`config.mk`:
```
export PLATFORM = sky130hd
export DESIGN_NAME = sync_width_conv_fifo
export DESIGN_NICKNAME = d
export VERILOG_FILES = /design/src/rtl/sync_width_conv_fifo.sv
export SDC_FILE = /design/constraint.sdc
export NUM_CORES = 1
export LEC_CHECK = 0
export CORE_MARGIN = 2
export CORE_UTILIZATION = 35
export CTS_BUF_LIST = sky130_fd_sc_hd__clkbuf_16
export DETAILED_ROUTE_END_ITERATION = 8
export PLACE_DENSITY = 0.54
export SYNTH_ARGS = -nofsm -noshare
export SYNTH_HDL_FRONTEND = slang
export SYNTH_SLANG_ARGS = --single-unit
```
`constraint.sdc`:
```
create_clock -name clk -period 2.5 [get_ports clk]
set_input_delay 0.25 -clock clk [delete_from_list [all_inputs] [get_ports clk]]
set_output_delay 0.25 -clock clk [all_outputs]
set_load 0.05 [all_outputs]
```
`src/rtl/sync_width_conv_fifo.sv`:
```
// Single-clock FIFO that accepts DATAIN_WIDTH-bit words and returns DATAOUT_WIDTH-bit
// words, storing data internally as UNIT-sized slices (UNIT = narrower of the two widths).
module sync_width_conv_fifo #(
  parameter int DATAIN_WIDTH  = 8,
  parameter int DATAOUT_WIDTH = 16,
  parameter int DEPTH_UNITS   = 32,
  parameter int AF_THRESH     = 28,
  parameter int AE_THRESH     = 4
) (
  input  logic                           clk,
  input  logic                           rst,
  input  logic                           w_en,
  input  logic [DATAIN_WIDTH-1:0]        data_write,
  input  logic                           r_en,
  output logic [DATAOUT_WIDTH-1:0]       data_read,
  output logic                           flag_full,
  output logic                           flag_empty,
  output logic                           flag_almost_full,
  output logic                           flag_almost_empty,
  output logic [$clog2(DEPTH_UNITS):0]   level,
  output logic                           overflow,
  output logic                           underflow
);

  localparam int UNIT = (DATAIN_WIDTH < DATAOUT_WIDTH) ? DATAIN_WIDTH : DATAOUT_WIDTH;
  localparam int WR   = DATAIN_WIDTH / UNIT;
  localparam int RR   = DATAOUT_WIDTH / UNIT;
  localparam int PW   = $clog2(DEPTH_UNITS);
  localparam int LW   = PW + 1;

  localparam logic [LW-1:0] DEPTH_L = LW'(DEPTH_UNITS);
  localparam logic [LW-1:0] WR_L    = LW'(WR);
  localparam logic [LW-1:0] RR_L    = LW'(RR);
  localparam logic [LW-1:0] AF_L    = LW'(AF_THRESH);
  localparam logic [LW-1:0] AE_L    = LW'(AE_THRESH);
  localparam logic [PW-1:0] WR_P    = PW'(WR);
  localparam logic [PW-1:0] RR_P    = PW'(RR);

  // Handshake: a write is taken on any rising edge where w_en=1 and WR units are free;
  // a read is taken where r_en=1 and RR units are stored. Requests that cannot be
  // taken are dropped and flagged by a one-cycle overflow/underflow pulse.

  logic [UNIT-1:0]          mem_q [DEPTH_UNITS];
  logic [PW-1:0]            wptr_q, wptr_d;
  logic [PW-1:0]            rptr_q, rptr_d;
  logic [LW-1:0]            level_q, level_d;
  logic [DATAOUT_WIDTH-1:0] data_read_q, data_read_d;
  logic                     overflow_q, overflow_d;
  logic                     underflow_q, underflow_d;
  logic [DATAOUT_WIDTH-1:0] rd_word;
  logic                     full, empty, wacc, racc;

  assign full  = (DEPTH_L - level_q) < WR_L;
  assign empty = level_q < RR_L;
  // Acceptance looks only at the pre-edge level, so a read never sees same-cycle writes.
  assign wacc  = rst && w_en && !full;
  assign racc  = rst && r_en && !empty;

  always_comb begin
    rd_word = '0;
    for (int i = 0; i < RR; i++) begin
      rd_word[i*UNIT +: UNIT] = mem_q[rptr_q + PW'(i)];
    end
  end

  always_comb begin
    wptr_d      = wptr_q;
    rptr_d      = rptr_q;
    level_d     = level_q;
    data_read_d = data_read_q;
    overflow_d  = w_en && full;
    underflow_d = r_en && empty;
    if (wacc) wptr_d = wptr_q + WR_P;
    if (racc) begin
      rptr_d      = rptr_q + RR_P;
      data_read_d = rd_word;
    end
    level_d = level_q + (wacc ? WR_L : '0) - (racc ? RR_L : '0);
  end

  always_ff @(posedge clk) begin
    if (!rst) begin
      wptr_q      <= '0;
      rptr_q      <= '0;
      level_q     <= '0;
      data_read_q <= '0;
      overflow_q  <= 1'b0;
      underflow_q <= 1'b0;
    end else begin
      wptr_q      <= wptr_d;
      rptr_q      <= rptr_d;
      level_q     <= level_d;
      data_read_q <= data_read_d;
      overflow_q  <= overflow_d;
      underflow_q <= underflow_d;
    end
  end

  // Storage is deliberately left out of reset; the pointers alone define valid contents.
  always_ff @(posedge clk) begin
    if (wacc) begin
      for (int i = 0; i < WR; i++) begin
        mem_q[wptr_q + PW'(i)] <= data_write[i*UNIT +: UNIT];
      end
    end
  end

  assign data_read         = data_read_q;
  assign level             = level_q;
  assign overflow          = overflow_q;
  assign underflow         = underflow_q;
  assign flag_full         = full;
  assign flag_empty        = empty;
  assign flag_almost_full  = level_q >= AF_L;
  assign flag_almost_empty = level_q <= AE_L;

endmodule

```
# --- Yosys cells after proc, flatten, opt, wreduce, memory -nomap -nowiden ---
# Memory sizes are Yosys's and may differ from the RTL's. A register that Yosys moved wholly into a read port is not among the register bits.
# Index checks and enable logic that the tools add are counted.
classes:
  n_addsub: 6
  reduce_logical: 10
  mux: 4
  order_cmp: 4
ops:
  columns: ["operator", "n"]
  rows:
  - ["5-bit by 1-bit adder with 5-bit output (second input constant)", 2]
  - ["6-bit by 1-bit adder with 6-bit output", 1]
  - ["6-bit by 5-bit greater-or-equal comparator with 1-bit output (second input constant)", 1]
  - ["6-bit by 3-bit less-or-equal comparator with 1-bit output (second input constant)", 1]
  - ["1-bit logical AND", 6]
  - ["6-bit by 1-bit < comparator with 1-bit output (second input constant)", 1]
  - ["6-bit by 2-bit < comparator with 1-bit output (second input constant)", 1]
  - ["6-bit by 2-bit subtractor with 6-bit output", 1]
  - ["6-bit subtractor (first input constant)", 1]
  - ["5-bit by 2-bit adder with 5-bit output (second input constant)", 1]
  - ["1-bit zero test", 4]
  - ["1-bit 2-to-1 mux", 3]
  - ["2-bit 2-to-1 mux", 1]
totals:
  input_bits: 12
  out_inout_bits: 28
  elab_cells: 30
  ramBits: 256
  n_memories: 1
  register_bits: 18
memory_table:
  columns: ["memory", "depth", "word_bits", "rd", "rd_ports_with_merged_regs", "wr", "line", "rtl"]
  rows:
  - ["mem_q", 32, 8, 2, 2, 1, "43", "logic [UNIT-1:0] mem_q [DEPTH_UNITS];"]

# --- Logic depth before layout (Yosys ltp) ---
depth:
  ltp_word: 7
  depth_mapped: 11
  ltp_nobuf: 11

# --- Least setup slack after synthesis ---
# OpenSTA, ideal clock, no wires.
synth_path:
  path_type: "register to register"
  startpoint: "reg level_q[4], in the netlist level[4]"
  endpoint: "mem mem_q[0][0] (netlist bit) (enable)"
  period_less_slack_ps: 2704
  path_buffers: 0
  setup_time_ps: 370
  t_arrival_ps: 2333
  setup_slack_ps: -204
  stages_incl_launch_ff: 7
  required_ps: 2130
  cell_sequence: "dfxtp_1 -> inv_1 -> ha_1 -> xnor2_1 -> a31oi_2 -> nand2_1 -> nor2_1"
synth_between:
  elab_chain_cells: 6
synth_rtl:
  columns: ["item", "line", "rtl"]
  rows:
  - ["start: declaration", "46", "logic [LW-1:0] level_q, level_d;"]
  - ["start signal: assignment", "92", "level_q <= level_d;"]
  - ["6-bit subtractor", "53", "assign full = (DEPTH_L - level_q) < WR_L;"]
  - ["6-bit by 1-bit < comparator with 1-bit output", "53", null]
  - ["1-bit zero test", "56", "assign wacc = rst && w_en && !full;"]
  - ["1-bit logical AND", "56", null]
  - ["net wacc", "51", "logic full, empty, wacc, racc;"]
  - ["1-bit 2-to-1 mux", "101", "if (wacc) begin"]
  - ["1-bit 2-to-1 mux (implied by the code)", "103", "mem_q[wptr_q + PW'(i)] <= data_write[i*UNIT +: UNIT];"]
  - ["end: declaration", "43", null]
# The timed path passes the listed nets, and every way through them passes these cells.

# --- Final worst setup path ---
layout_path:
  startpoint: "reg level_q[3], in the netlist level[3]"
  endpoint: "reg level_q[5], in the netlist level[5]"
layout_between:
  elab_chain_cells: 7
  word_cells_on_any_way: 11
  cone_classes: "add/sub (3); order compare (2); mux (2); reduce/logical (4)"
layout_rtl:
  columns: ["item", "line", "rtl"]
  rows:
  - ["6-bit subtractor", "53", null]
  - ["6-bit by 1-bit < comparator with 1-bit output", "53", null]
  - ["1-bit zero test", "56", null]
  - ["1-bit logical AND", "56", null]
  - ["1-bit 2-to-1 mux", "78", "level_d = level_q + (wacc ? WR_L : '0) - (racc ? RR_L : '0);"]
  - ["6-bit by 1-bit adder with 6-bit output", "78", null]
  - ["6-bit by 2-bit subtractor with 6-bit output (*)", "78", null]
# Every way passes the cells marked *; elsewhere a longest branch is shown, timed or not.
# A chain may end at the register's enable or synchronous reset.

==> impl_metrics.json <==
{
  "cts_max_level": 1,
  "ir_worst_vdd_mv": 0.4961,
  "wl_um": 25060,
  "skew_ps": 19.34,
  "grt_setup_unrepaired": "true",
  "crit_path_max_fanout": 6,
  "critPathLaunchType": "flop",
  "io_buffers": 39,
  "drv_cap": 0,
  "cts_sinks": 289,
  "ys_warn_count": 0,
  "cts_tree": "done",
  "syn-num-nets": 648,
  "syn_area_per_cell_um2": 18.49,
  "final_layout_size_suffix_gt1_frac": 0.2927,
  "setup_viol": 0,
  "synth_common_cells": "edfxtp_1 (256), mux4_2 (64), nor2_1 (42)",
  "timing.final.ws_setup_ps": 91.71,
  "critPathMaxStageDelay_ps": 380,
  "finalCritPeriodShare": 0.9633,
  "start_util": 0.3531,
  "fin_crit_ps": 2408,
  "crit_family": "adder cells",
  "num_vias": 5920,
  "synthTopCellsByArea": "edfxtp_1 (67%), mux4_2 (13%), dfxtp_1 (5.8%)",
  "first_iter_violations": 406,
  "p_leak_nw": 4.396,
  "worstSkewPairLatency_ps": 550,
  "coreArea_um2": 32370,
  "path_clk_slew_ps": 60,
  "place.gp.congestion": 0.7965,
  "clockBufferDepth": 3,
  "ys_seq_area_frac": 0.7304,
  "tightestPinTransition_ps": 653.0,
  "yosysTopAreaCell": "edfxtp_1",
  "vias_per_cell": 5.017,
  "die_w_um": 184.7,
  "fp.dieH_um": 184.7,
  "crit_arrival_ps": 2860,
  "num_antenna_cells": 0,
  "yosysMostFrequentCell": "edfxtp_1",
  "required_ps": 2950,
  "endpoint_kind": "flop",
  "async_flop_share": 0,
  "whs_ps": 446.3,
  "core.rowCount": 66,
  "syn_to_final_growth_pct": 19.21,
  "synth_cell_type_count": 42,
  "ys.flop_type": "edfxtp_1",
  "first_global_vias": 6251,
  "cts_root_buf": "clkbuf_16",
  "dp_slack_ps": 25.47,
  "drc": 0,
  "cts_hold_buf": 0,
  "path_cells": "inv_1, ha_2, nand3b_1, nand3_1, ha_1, ha_1, o21a_1, o21a_1, or3_1, a21oi_1",
  "overflow": 0,
  "slew_headroom": 0.5633,
  "grt_usage": 0.1496,
  "ant_nets": 0,
  "hold_path_class": "in -> reg",
  "dpl.hpwl_um": 15930,
  "numCtsBuffers": 29,
  "synth_cells": 618,
  "nNetsFinal": 746,
  "netlist_area_um2": 11430,
  "max_freq_mhz": 415.2,
  "synth_edf_count": 256,
  "drv_slew": 0,
  "drt_pre_antenna_iters": 4,
  "finalHoldViolCount": 0,
  "criticalPathCategory": "reg -> reg",
  "antenna_found_initial": 0,
  "wire_per_inst_um": 21.24,
  "power.density_nw_per_um2": 905.3,
  "worst-path-buf-inv": 1,
  "nFillCells": 2933,
  "synth_seq_cells": 289,
  "grt_max_degree": 36,
  "synth_top_area_frac": 0.6726,
  "worst_path_max_delay_cell": "dfxtp_2",
  "die_area_um2": 34120,
  "status": "finished clean",
  "grt_pass1_wl_um": 38130,
  "ios": 40
}
[stage by stage]
| stage | power (mW) | cells | TNS [ps] | instance area (µm²) | util |
|---|---|---|---|---|---|
| final | 12.34 | 1180 | 0 | 13630 | 0.4209 |
| after global routing | 12.86 | 1180 | -10.78 | 13630 | 0.4209 |
| after CTS | 12.36 | 1179 | 0 | 13570 | 0.4191 |
| after detailed placement | 8.589 | 1126 | 0 | 12740 | 0.3937 |
| after global placement | 8.542 | 1126 | 0 | 12740 | 0.3937 |
| after floorplan | 7.678 | 618 | 0 | 11490 | - |
[sequential cells by signal, summed over array words and instances (netlist names)]
name / count
mem_q: 256
data_read: 16
level: 6
wptr_q: 5
rptr_q: 4
overflow: 1
underflow: 1
[repair_timing]
item / 4_1_cts / 5_1_grt
pin swaps: 0 / 1
resized for setup: 1 / 13
setup buffers: 0 / 1
endpoints found under the setup margin: 1 / 160
[placed cells by master, fill, tap and decap left out, drive strengths merged, types with 2 or more instances in the layout]
master	count
buf	60
clkinv	7
nand2b	5
nand3b	3
o21a	2
o211ai	3
clkdlybuf4s50	36
xor2	4
nor2	42
mux4	64
a21oi	5
and2	3
nor4	4
nand2	30
dfxtp	33
mux2	15
a22oi	15
edfxtp	256
o21ai	8
nand4	5
ha	18
or3	5
inv	32
nand3	36
clkbuf	29
xnor2	4
a31oi	2
[cell type report]
type	count	area, µm²	area share
flip-flops and latches	289	8361	0.6136
multi-input cells	284	2977	0.2185
repair buffers	97	857.1	0.06290
clock buffers	29	725.7	0.05326
well taps	442	553.0	0.04059
clock inverters	24	96.34	0.007071
inverters	15	56.30	0.004132
[cells by family after synthesis]
group / synth area share
adder cells (fa/ha/maj): 0.01970
AND/OR/NAND/NOR: 0.05988
flip-flops: 0.7304
XOR/XNOR: 0.006130
AO/OA/AOI/OAI: 0.02332
buffers and inverters: 0.01883
multiplexers: 0.1418
[where the power goes]
group	total, mW	switching [mW]	internal (mW)
Clock	3.78	1.70	2.08
Sequential	5.64	0.205	5.44
Combinational	2.91	1.69	1.22
Total	12.3	3.60	8.74
[tightest hold or removal path, stage by stage]
cell and delay, ps:
clkdlybuf4s50_1 430, nand2_1 160, nor4_1 90
[per-layer routing]
layer | GRT usage | wire length, µm | vias to the layer above
met5 | 0 | 0 | -
met4 | 0.04413 | 549 | 0
met3 | 0.01600 | 977 | 41
met2 | 0.2520 | 12380 | 127
met1 | 0.2060 | 11160 | 3104
li1 | - | - | 2648
[worst paths after layout]
path                                           startpoint  cells past startpoint                         to  slack [ps]
worst max-delay path                  level[3]$_SDFF_PN0_                     10        level[5]$_SDFF_PN0_          90
worst min-delay path                                 w_en                      3        overflow$_SDFF_PN0_         450
worst max register to register        level[3]$_SDFF_PN0_                     10        level[5]$_SDFF_PN0_          90
worst min register to register  data_read[7]$_SDFFE_PN0P_                      2  data_read[7]$_SDFFE_PN0P_         520
No activity file was read; power rests on OpenSTA's default activity.
